## src/rtl/mat_vec_pkg.sv

```systemverilog
`default_nettype none
// +------------------------------------------------------------------+
// | Module   : mat_vec_pkg                                           |
// | Purpose  : Shared state encoding and sizing constants for the    |
// |            matrix-vector engine.                                 |
// | Revision : 1.0 - initial release                                 |
// +------------------------------------------------------------------+
package mat_vec_pkg;

  // Width of the runtime dimension input and of the row/column counters.
  localparam int DIM_W           = 5;
  localparam int DEFAULT_MAX_DIM = 8;

  typedef enum logic [2:0] {
    IDLE     = 3'd0,
    LOAD_VEC = 3'd1,
    RD_MAT   = 3'd2,
    WR_RES   = 3'd3,
    FIN      = 3'd4
  } state_t;

endpackage
`default_nettype wire

```

## src/rtl/mat_vec_mac.sv

```systemverilog
`default_nettype none
// +------------------------------------------------------------------+
// | Module   : mat_vec_mac                                           |
// | Purpose  : Multiply-accumulate with truncated product and        |
// |            modulo-2^DATA_W accumulator.                          |
// | Revision : 1.0 - initial release                                 |
// +------------------------------------------------------------------+
module mat_vec_mac #(
  parameter int DATA_W = 32
) (
  input  logic              clk,
  input  logic              rst_n,
  input  logic              clr,
  input  logic              en,
  input  logic [DATA_W-1:0] a,
  input  logic [DATA_W-1:0] b,
  output logic [DATA_W-1:0] acc
);

  logic [DATA_W-1:0] r_acc;
  logic [DATA_W-1:0] w_prod;

  // Only the low DATA_W bits of the product matter, which makes the
  // result identical for signed and unsigned operands.
  assign w_prod = a * b;
  assign acc    = r_acc;

  // Accumulator: clear has priority over accumulate.
  always_ff @(posedge clk or negedge rst_n) begin
    if (!rst_n) begin
      r_acc <= '0;
    end else if (clr) begin
      r_acc <= '0;
    end else if (en) begin
      r_acc <= r_acc + w_prod;
    end
  end

endmodule
`default_nettype wire

```

## src/rtl/mat_vec_engine.sv

```systemverilog
`default_nettype none
// +------------------------------------------------------------------+
// | Module   : mat_vec_engine                                        |
// | Purpose  : res = mat * vec over a single-port word memory with   |
// |            a req/ack handshake; vec is buffered once per run.    |
// | Revision : 1.0 - initial release                                 |
// +------------------------------------------------------------------+
module mat_vec_engine
  import mat_vec_pkg::*;
#(
  parameter int DATA_W  = 32,
  parameter int ADDR_W  = 32,
  parameter int MAX_DIM = DEFAULT_MAX_DIM
) (
  input  logic              clk,
  input  logic              rst_n,
  input  logic              start,
  input  logic [DIM_W-1:0]  dim,
  input  logic [ADDR_W-1:0] matBase,
  input  logic [ADDR_W-1:0] vecBase,
  input  logic [ADDR_W-1:0] resBase,
  output logic              memReq,
  output logic              memWrite,
  output logic [ADDR_W-1:0] memAddr,
  output logic [DATA_W-1:0] memWData,
  input  logic [DATA_W-1:0] memRData,
  input  logic              memAck,
  output logic              busy,
  output logic              done,
  output logic              error
);

  localparam int               c_IDX_W   = (MAX_DIM > 1) ? $clog2(MAX_DIM) : 1;
  localparam int               c_BUF_N   = 1 << c_IDX_W;
  localparam logic [DIM_W-1:0] c_MAX_DIM = DIM_W'(MAX_DIM);

  state_t              r_state, w_next;
  logic [DIM_W-1:0]    r_n, r_i, r_j;
  logic [ADDR_W-1:0]   r_mat_addr, r_vec_base, r_res_base;
  logic                r_err;
  logic [DATA_W-1:0]   r_vbuf [c_BUF_N];
  logic [c_IDX_W-1:0]  w_idx;
  logic                w_dim_ok, w_last_j, w_last_i, w_mac_en, w_mac_clr;
  logic [DATA_W-1:0]   w_acc;

  assign w_dim_ok = (dim != '0) && (dim <= c_MAX_DIM);
  assign w_last_j = (r_j == r_n - DIM_W'(1));
  assign w_last_i = (r_i == r_n - DIM_W'(1));
  assign w_idx    = r_j[c_IDX_W-1:0];

  mat_vec_mac #(.DATA_W(DATA_W)) u_mac (
    .clk   (clk),
    .rst_n (rst_n),
    .clr   (w_mac_clr),
    .en    (w_mac_en),
    .a     (memRData),
    .b     (r_vbuf[w_idx]),
    .acc   (w_acc)
  );

  // State register.
  always_ff @(posedge clk or negedge rst_n) begin
    if (!rst_n) r_state <= IDLE;
    else        r_state <= w_next;
  end

  // Next state and bus outputs; request fields depend only on registered
  // state, so they hold steady until the ack cycle.
  always_comb begin
    w_next    = r_state;
    memReq    = 1'b0;
    memWrite  = 1'b0;
    memAddr   = '0;
    memWData  = '0;
    busy      = 1'b1;
    done      = 1'b0;
    error     = 1'b0;
    w_mac_en  = 1'b0;
    w_mac_clr = 1'b0;
    unique case (r_state)
      IDLE: begin
        busy = 1'b0;
        if (start) w_next = w_dim_ok ? LOAD_VEC : FIN;
      end
      LOAD_VEC: begin
        memReq  = 1'b1;
        memAddr = r_vec_base + ADDR_W'(r_j);
        if (memAck && w_last_j) w_next = RD_MAT;
      end
      RD_MAT: begin
        memReq   = 1'b1;
        memAddr  = r_mat_addr;
        w_mac_en = memAck;
        if (memAck && w_last_j) w_next = WR_RES;
      end
      WR_RES: begin
        memReq    = 1'b1;
        memWrite  = 1'b1;
        memAddr   = r_res_base + ADDR_W'(r_i);
        memWData  = w_acc;
        w_mac_clr = memAck;
        if (memAck) w_next = w_last_i ? FIN : RD_MAT;
      end
      FIN: begin
        done   = 1'b1;
        error  = r_err;
        w_next = IDLE;
      end
      default: w_next = IDLE;
    endcase
  end

  // Run parameters, counters and the running row-major matrix address.
  always_ff @(posedge clk or negedge rst_n) begin
    if (!rst_n) begin
      r_n        <= '0;
      r_i        <= '0;
      r_j        <= '0;
      r_mat_addr <= '0;
      r_vec_base <= '0;
      r_res_base <= '0;
      r_err      <= 1'b0;
    end else begin
      unique case (r_state)
        IDLE: if (start) begin
          r_n        <= dim;
          r_i        <= '0;
          r_j        <= '0;
          r_mat_addr <= matBase;
          r_vec_base <= vecBase;
          r_res_base <= resBase;
          r_err      <= !w_dim_ok;
        end
        LOAD_VEC: if (memAck) r_j <= w_last_j ? '0 : r_j + DIM_W'(1);
        RD_MAT: if (memAck) begin
          r_mat_addr <= r_mat_addr + ADDR_W'(1);
          r_j        <= w_last_j ? '0 : r_j + DIM_W'(1);
        end
        WR_RES: if (memAck) r_i <= r_i + DIM_W'(1);
        FIN:    r_err <= 1'b0;
        default: ;
      endcase
    end
  end

  // Vector buffer fill; contents survive reset by design.
  always_ff @(posedge clk) begin
    if (r_state == LOAD_VEC && memAck) r_vbuf[w_idx] <= memRData;
  end

endmodule
`default_nettype wire
```

## config.mk

```make
export PLATFORM = sky130hd
export DESIGN_NAME = mat_vec_engine
export DESIGN_NICKNAME = d
export VERILOG_FILES = /design/src/rtl/mat_vec_pkg.sv /design/src/rtl/mat_vec_mac.sv /design/src/rtl/mat_vec_engine.sv
export SDC_FILE = /design/constraint.sdc
export NUM_CORES = 2
export LEC_CHECK = 0
export BUFFER_PORTS_ARGS = -buffer_cell sky130_fd_sc_hd__buf_2
export CORE_UTILIZATION = 45
export DETAILED_ROUTE_END_ITERATION = 8
export SLEW_MARGIN = 20
export SYNTH_ARGS = -nofsm -noshare
export SYNTH_HDL_FRONTEND = slang
export SYNTH_SLANG_ARGS = --single-unit
export TNS_END_PERCENT = 10
```

## constraint.sdc

```tcl
create_clock -name clk -period 10.3 [get_ports clk]
set_input_delay 0.515 -clock clk [delete_from_list [all_inputs] [get_ports clk]]
set_output_delay 0.515 -clock clk [all_outputs]
set_load 0.005 [all_outputs]
```

======== After elaboration in Yosys (flattened, before gate mapping) ========
Memory sizes are Yosys's and may differ from the RTL's.
Index checks and enable logic that the tools add are counted.
operators by class
  $add $sub $neg .......................... 7
  multiply operators ...................... 1
  order comparisons ....................... 1
  eq/ne operators ......................... 12
  mux-type cells .......................... 31
  reductions and logical operators ........ 19
operator list
  kind                                                                               number
  32-bit two-way mux                                                                 5
  32-bit one-hot mux with 3 select lines                                             1
  32-bit by 5-bit adder with 32-bit output                                           2
  32-bit one-hot mux with 2 select lines                                             1
  32-bit by 1-bit adder with 32-bit output (second input constant)                   1
  32-bit adder                                                                       1
  32-bit by 32-bit multiplier with 32-bit output                                     1
  5-bit two-way mux                                                                  4
  5-bit one-hot mux with 2 select lines                                              2
  3-bit two-way mux                                                                  6
  3-bit one-hot mux with 4 select lines                                              1
  5-bit by 1-bit adder with 5-bit output (second input constant)                     2
  5-bit == test                                                                      2
  1-bit two-way mux                                                                  10
  2-bit != test (second input constant)                                              5
  2-bit nonzero test                                                                 5
  3-bit AND reduction                                                                3
  3-bit by 2-bit == test with 1-bit output (second input constant)                   2
  5-bit by 4-bit less-or-equal comparator with 1-bit output (second input constant)  1
  5-bit nonzero test                                                                 1
  5-bit by 1-bit subtractor with 5-bit output (second input constant)                1
  2-bit AND reduction                                                                2
  4-bit AND reduction                                                                1
  3-bit by 1-bit == test with 1-bit output (second input constant)                   1
  8 further kinds                                                                    10
word-level totals
  flip-flop bits (word level) ............. 147
  memory bits (writable) .................. 256
  input port bits ......................... 137
  memories ................................ 1
memory list
  name    words  width  read ports  clocked after memory_dff  wr ports  line                  text
  r_vbuf  8      32     1           0                         1         mat_vec_engine.sv:41  logic [DATA_W-1:0] r_vbuf [c_BUF_N];

======== Longest topological paths before layout ========
  word-level depth ........................ 5
  depth in mapped cells ................... 35
  depth with buffers taken out ............ 32

======== Hierarchy ========
Synthesis repeated with hierarchy kept, for this count alone.
second synthesis, totals
  cell total of the unflattened synthesis .. 3336
  area, all modules ....................... 34844.7 µm²
modules (own cells, without submodules)
  module          instances  cells an instance  area an instance (µm²)  seq. area each (µm²)
  mat_vec_mac     1          1994               18121.1                 800.8
  mat_vec_engine  1          1342               16723.5                 10565.1

======== Worst setup path before layout ========
OpenSTA, ideal clock, no wires.
  path type ............................... register to register
  start point ............................. register r_j[2]
  end point ............................... register u_mac.r_acc[31] (netlist: u_mac.acc[31])
  setup time .............................. 0.121 ns
  arrival ................................. 8.559 ns
  required time ........................... 10.179 ns
  slack ................................... 1.620 ns
  cell stages (with the launch flop) ...... 35
  buffers on the path ..................... 6
  period minus slack after synthesis ...... 8.680 ns
  cells stage by stage .................... dfrtp_1 > buf_4 > buf_4 > buf_4 > buf_4 > mux2_2 > a221oi_1 > o22ai_1 > clkbuf_1 > and2_1 > fa_1 > fa_1 > fa_1 > inv_1 > fa_1 > inv_1 > fa_1 > inv_1 > fa_1 > inv_1 > fa_1 > inv_1 > fa_1 > inv_1 > ha_1 > clkbuf_1 > a41oi_1 > o21ai_0 > a21oi_1 > a2bb2oi_1 > nand2_1 > or3b_2 > a31oi_1 > xnor3_1 > a22o_1
on the way
  cells in the longest elaborated chain, start to end .. 5
RTL lines
  item                                            line                   text
  start, declared                                 mat_vec_engine.sv:38   logic [DIM_W-1:0] r_n, r_i, r_j;
  start signal, assigned                          mat_vec_engine.sv:134  LOAD_VEC: if (memAck) r_j <= w_last_j ? '0 : r_j + DIM_W'(1);
  start signal, assigned                          mat_vec_engine.sv:137  r_j <= w_last_j ? '0 : r_j + DIM_W'(1);
  memory 8 x 32 bit                               --
  32-bit by 32-bit multiplier with 32-bit output  mat_vec_mac.sv:25      assign w_prod = a * b;
  32-bit adder                                    mat_vec_mac.sv:35      r_acc <= r_acc + w_prod;
  32-bit two-way mux                              mat_vec_mac.sv:34      end else if (en) begin
  32-bit two-way mux                              mat_vec_mac.sv:32      end else if (clr) begin
  end signal, assigned                            mat_vec_mac.sv:35
  end, declared                                   mat_vec_mac.sv:20      logic [DATA_W-1:0] r_acc;
No other way between the ends. The select of a mux whose other input is x is not followed.
A chain may end at the register's enable or synchronous reset.

======== Worst setup path after layout ========
  start point ............................. register r_j[1]
  end point ............................... register u_mac.r_acc[31] (netlist: u_mac.acc[31])
Same word-level chain as after synthesis.

==> summary.md <==
| Metric | Value |
|---|---|
| Crit path from | r_j[1]$_DFFE_PN0P_ |
| Via density per instance | ~5.4 |
| WP data arrival | 9.86 ns |
| Synth warnings | 0 |
| Root buf cell | clkbuf_16 |
| Failing checks | DRC |
| Synthesized flop and latch total | 403 |
| Max-cap viol count | 0 |
| DRT Pass-1 Iters | 7 |
| Die area | around 0.079 mm² |
| HP Class | in -> reg |
| Clock net sink count | 403 |
| Final ANT Viol Nets | 0 |
| Post-CTS Resized | 0 |
| Clk Latency, worst-skew pair | 0.59 ns |
| Measured slew at the worst slew-check pin | ~1 ns |
| GP Congestion | 0.898 |
| Global route overflow | 0 |
| Die Span X | 281 µm |
| Dpl hpwl | just under 80,000 µm |
| Avg Synthesized Cell Area | about 10 µm² |
| Most used cell, CP | fa_1 |
| Largest net degree at the start of global routing | 102 |
| Worst Setup Start Kind | register |
| Hold_sp | vecBase[24] |
| Drt drc | 2 |
| Average wire per standard cell | 21.8 µm |
| Post-Synthesis Net Count | roughly 4,100 |
| CTS clk-pin slew, worst paths | 0.07 ns |
| Initial core utilization | 0.454 |
| Fraction of layout cells with a size suffix above 1 | 0.117 |
| Total wire length | 102,000 µm |
| Tmin final | 9.40 ns |
| Critical path class | reg -> reg |
| Fin. max-slew vios | 0 |
| Bufs on Longest Clock Path | 3 |
| Final Cycle Share | 0.912 |
| Row cnt | ~100 |
| Max H-tree Level | 2 |
| Crit path max fanout | 30 |
| Distinct cell type count after synthesis | 76 |
| Initial antenna violation count | 2 |
| Final setup vio count | 0 |
| Setup TNS | 0 ns |
| GR Util All Layers | 0.265 |
| DRT iter0 DRCs | 1,976 |
| Main synth FF type | edfxtp_1 |
| Slew margin rel. | 0.320 |
| Seq/Total Area, Yosys | 0.323 |
| Nets | around 4,300 |
| Layer with the highest usage | met2 |
| Via count | about 25,000 |
| Reg-to-Reg Start | r_j[1]$_DFFE_PN0P_ |
| Worst stage delay on the critical path | 0.89 ns |
| Synthesized cell area | around 0.035 mm² |
| CTS Hold Bufs | 0 |
| GR Util met2 | 0.418 |
| Final Hold Viols | 0 |
| First-pass GRT wire length | between 150,000 and 200,000 µm |
| Critical Path RT | 10.77 ns |
| Number of synthesized flops with an enable pin | 256 |
| IO Pins | 206 |
| Clock skew | slightly below 0.03 ns |
| Core Util, Final | 0.504 |
| Fraction of registers with async set/reset | 0.365 |
| Slowest CP cell | dfrtp_2 |
| Die H | 281 µm |
| Post-CTS Setup Bufs | 0 |
| CP Capture Type | register |
| P&R area growth vs syn | 10.9% |
| Placeable Area | approximately 0.077 mm² |
| Max Clk Rate | 106 MHz |
| Total CTS buffers | 44 |
| Post-Syn Instances | 3,425 |
| Port bufs | 205 |
| Met3 usage | 0.0516 |
| Vias in the first global route | 26,000 |
| CTS tree | yes |
| Status | finished with violations |
| RSZ-0062 raised after global routing | false |
| GRT met1 Usage | 0.372 |
## cells by family (layout without fill, tap and decap cells)
group,Yosys count,count (layout),share of synthesized area
AOI/OAI and AO/OA,367,367,0.0684
and+or+nand+nor,1144,1144,0.158
muxes,78,78,0.0338
buffers and inverters,703,892,0.0776
adders and majority gates,578,578,0.300
other,0,2,0
DFF,403,403,0.323
xor gates and xnor gates,152,152,0.0394
## state kept, by name (all words and copies together), names as in the netlist
name,count
r_j,5
r_state,3
u_mac.acc,32
r_res_base,32
r_i,5
r_vbuf,256
r_n,5
r_mat_addr,32
r_err,1
r_vec_base,32
## worst max-delay path, delay by kind of cell, from the launching register on
family                     cells  cell delay (ns)
adders and majority gates      9             4.04
AOI/OAI and AO/OA              9             2.13
and+or+nand+nor                4             1.06
DFF                            1             0.89
buffers and inverters          6             0.81
xor gates and xnor gates       1             0.34
## per-layer routing
metal,vias up,part of all wire
li1,11300,-
met3,137,0.075
met5,-,0
met1,12600,0.44
met4,0,0.028
met2,869,0.46
## through the flow
step | instances | hold slack, ns | cell area (µm²) | setup WS, ns
after global routing | 4655 | 0.110 | 39000 | 0.424
final | 4656 | 0.105 | 39000 | 0.902
after CTS | 4652 | 0.0813 | 38900 | 0.908
after global placement | 4572 | 0.456 | 37400 | 1.01
after floorplan | 3425 | 0.219 | 35100 | 1.62
after detailed placement | 4573 | 0.467 | 37500 | 0.949
## cells in the mapped netlist (all sizes together) (9+ instances only)
| master | n | area share |
|---|---|---|
| xnor2 | 100 | 0.025 |
| and2 | 269 | 0.048 |
| a221o | 11 | 0.0031 |
| a22oi | 25 | 0.0053 |
| nor2 | 106 | 0.011 |
| a21oi | 79 | 0.011 |
| and3 | 24 | 0.0043 |
| a221oi | 27 | 0.0071 |
| o22ai | 9 | 0.0018 |
| xor2 | 48 | 0.012 |
| nand4 | 16 | 0.0028 |
| buf | 35 | 0.0063 |
| ha | 138 | 0.049 |
| nor4 | 9 | 0.0016 |
| nand3 | 41 | 0.0058 |
| nand2b | 28 | 0.0050 |
| edfxtp | 256 | 0.22 |
| mux2i | 35 | 0.010 |
| mux4 | 30 | 0.020 |
| clkbuf | 139 | 0.015 |
| o21ai | 114 | 0.016 |
| dfrtp | 147 | 0.10 |
| nand2 | 520 | 0.056 |
| nor3 | 22 | 0.0031 |
| a21o | 21 | 0.0045 |
| o211ai | 9 | 0.0019 |
| fa | 440 | 0.25 |
| inv | 528 | 0.056 |
| nor2b | 85 | 0.015 |
| mux2 | 13 | 0.0042 |
## final timing paths
check | to | slack [ns] | cells past startpoint
max | u_mac.acc[31]$_DFFE_PN0P_ | 0.90 | 29
min in group asynchronous | u_mac.acc[12]$_DFFE_PN0P_ | 0.41 | 2
min | r_vec_base[24]$_DFFE_PN0P_ | 0.11 | 3
max in group asynchronous | r_vec_base[1]$_DFFE_PN0P_ | 8.50 | 4
max reg2reg | u_mac.acc[31]$_DFFE_PN0P_ | 0.90 | 29
min reg2reg | u_mac.acc[25]$_DFFE_PN0P_ | 0.48 | 2
## placed cells by master (no fill, tap or decap), drive strengths merged, types with 9 or more instances in the layout
cell type and count:
clkinv 16, nor2b 85, nor4 9, edfxtp 256, xor2 48, fa 440
and2 269, inv 530, nand2 520, and3 24, ha 138, mux2 13
nor2 106, a22oi 25, mux2i 35, nand2b 28, dfrtp 147, nand3 41
o211ai 9, a21o 21, o22ai 9, buf 283, o21ai 114, nor3 22
nand4 16, mux4 30, a221o 11, a221oi 27, xnor2 100, a21oi 79
clkbuf 53
## layout make-up
type	instances	area (µm²)
antenna	2	5.00
inverter	529	1990
multi-input combinational	2319	21200
sequential	403	11400
fill	7209	38400
tap	1040	1300
clock inverter	26	330
timing repair buffer	284	1670
clock buffer	53	1140
Power is not shown: default switching activity piles up to over one toggle a cycle in this logic, so the estimate is an artifact.
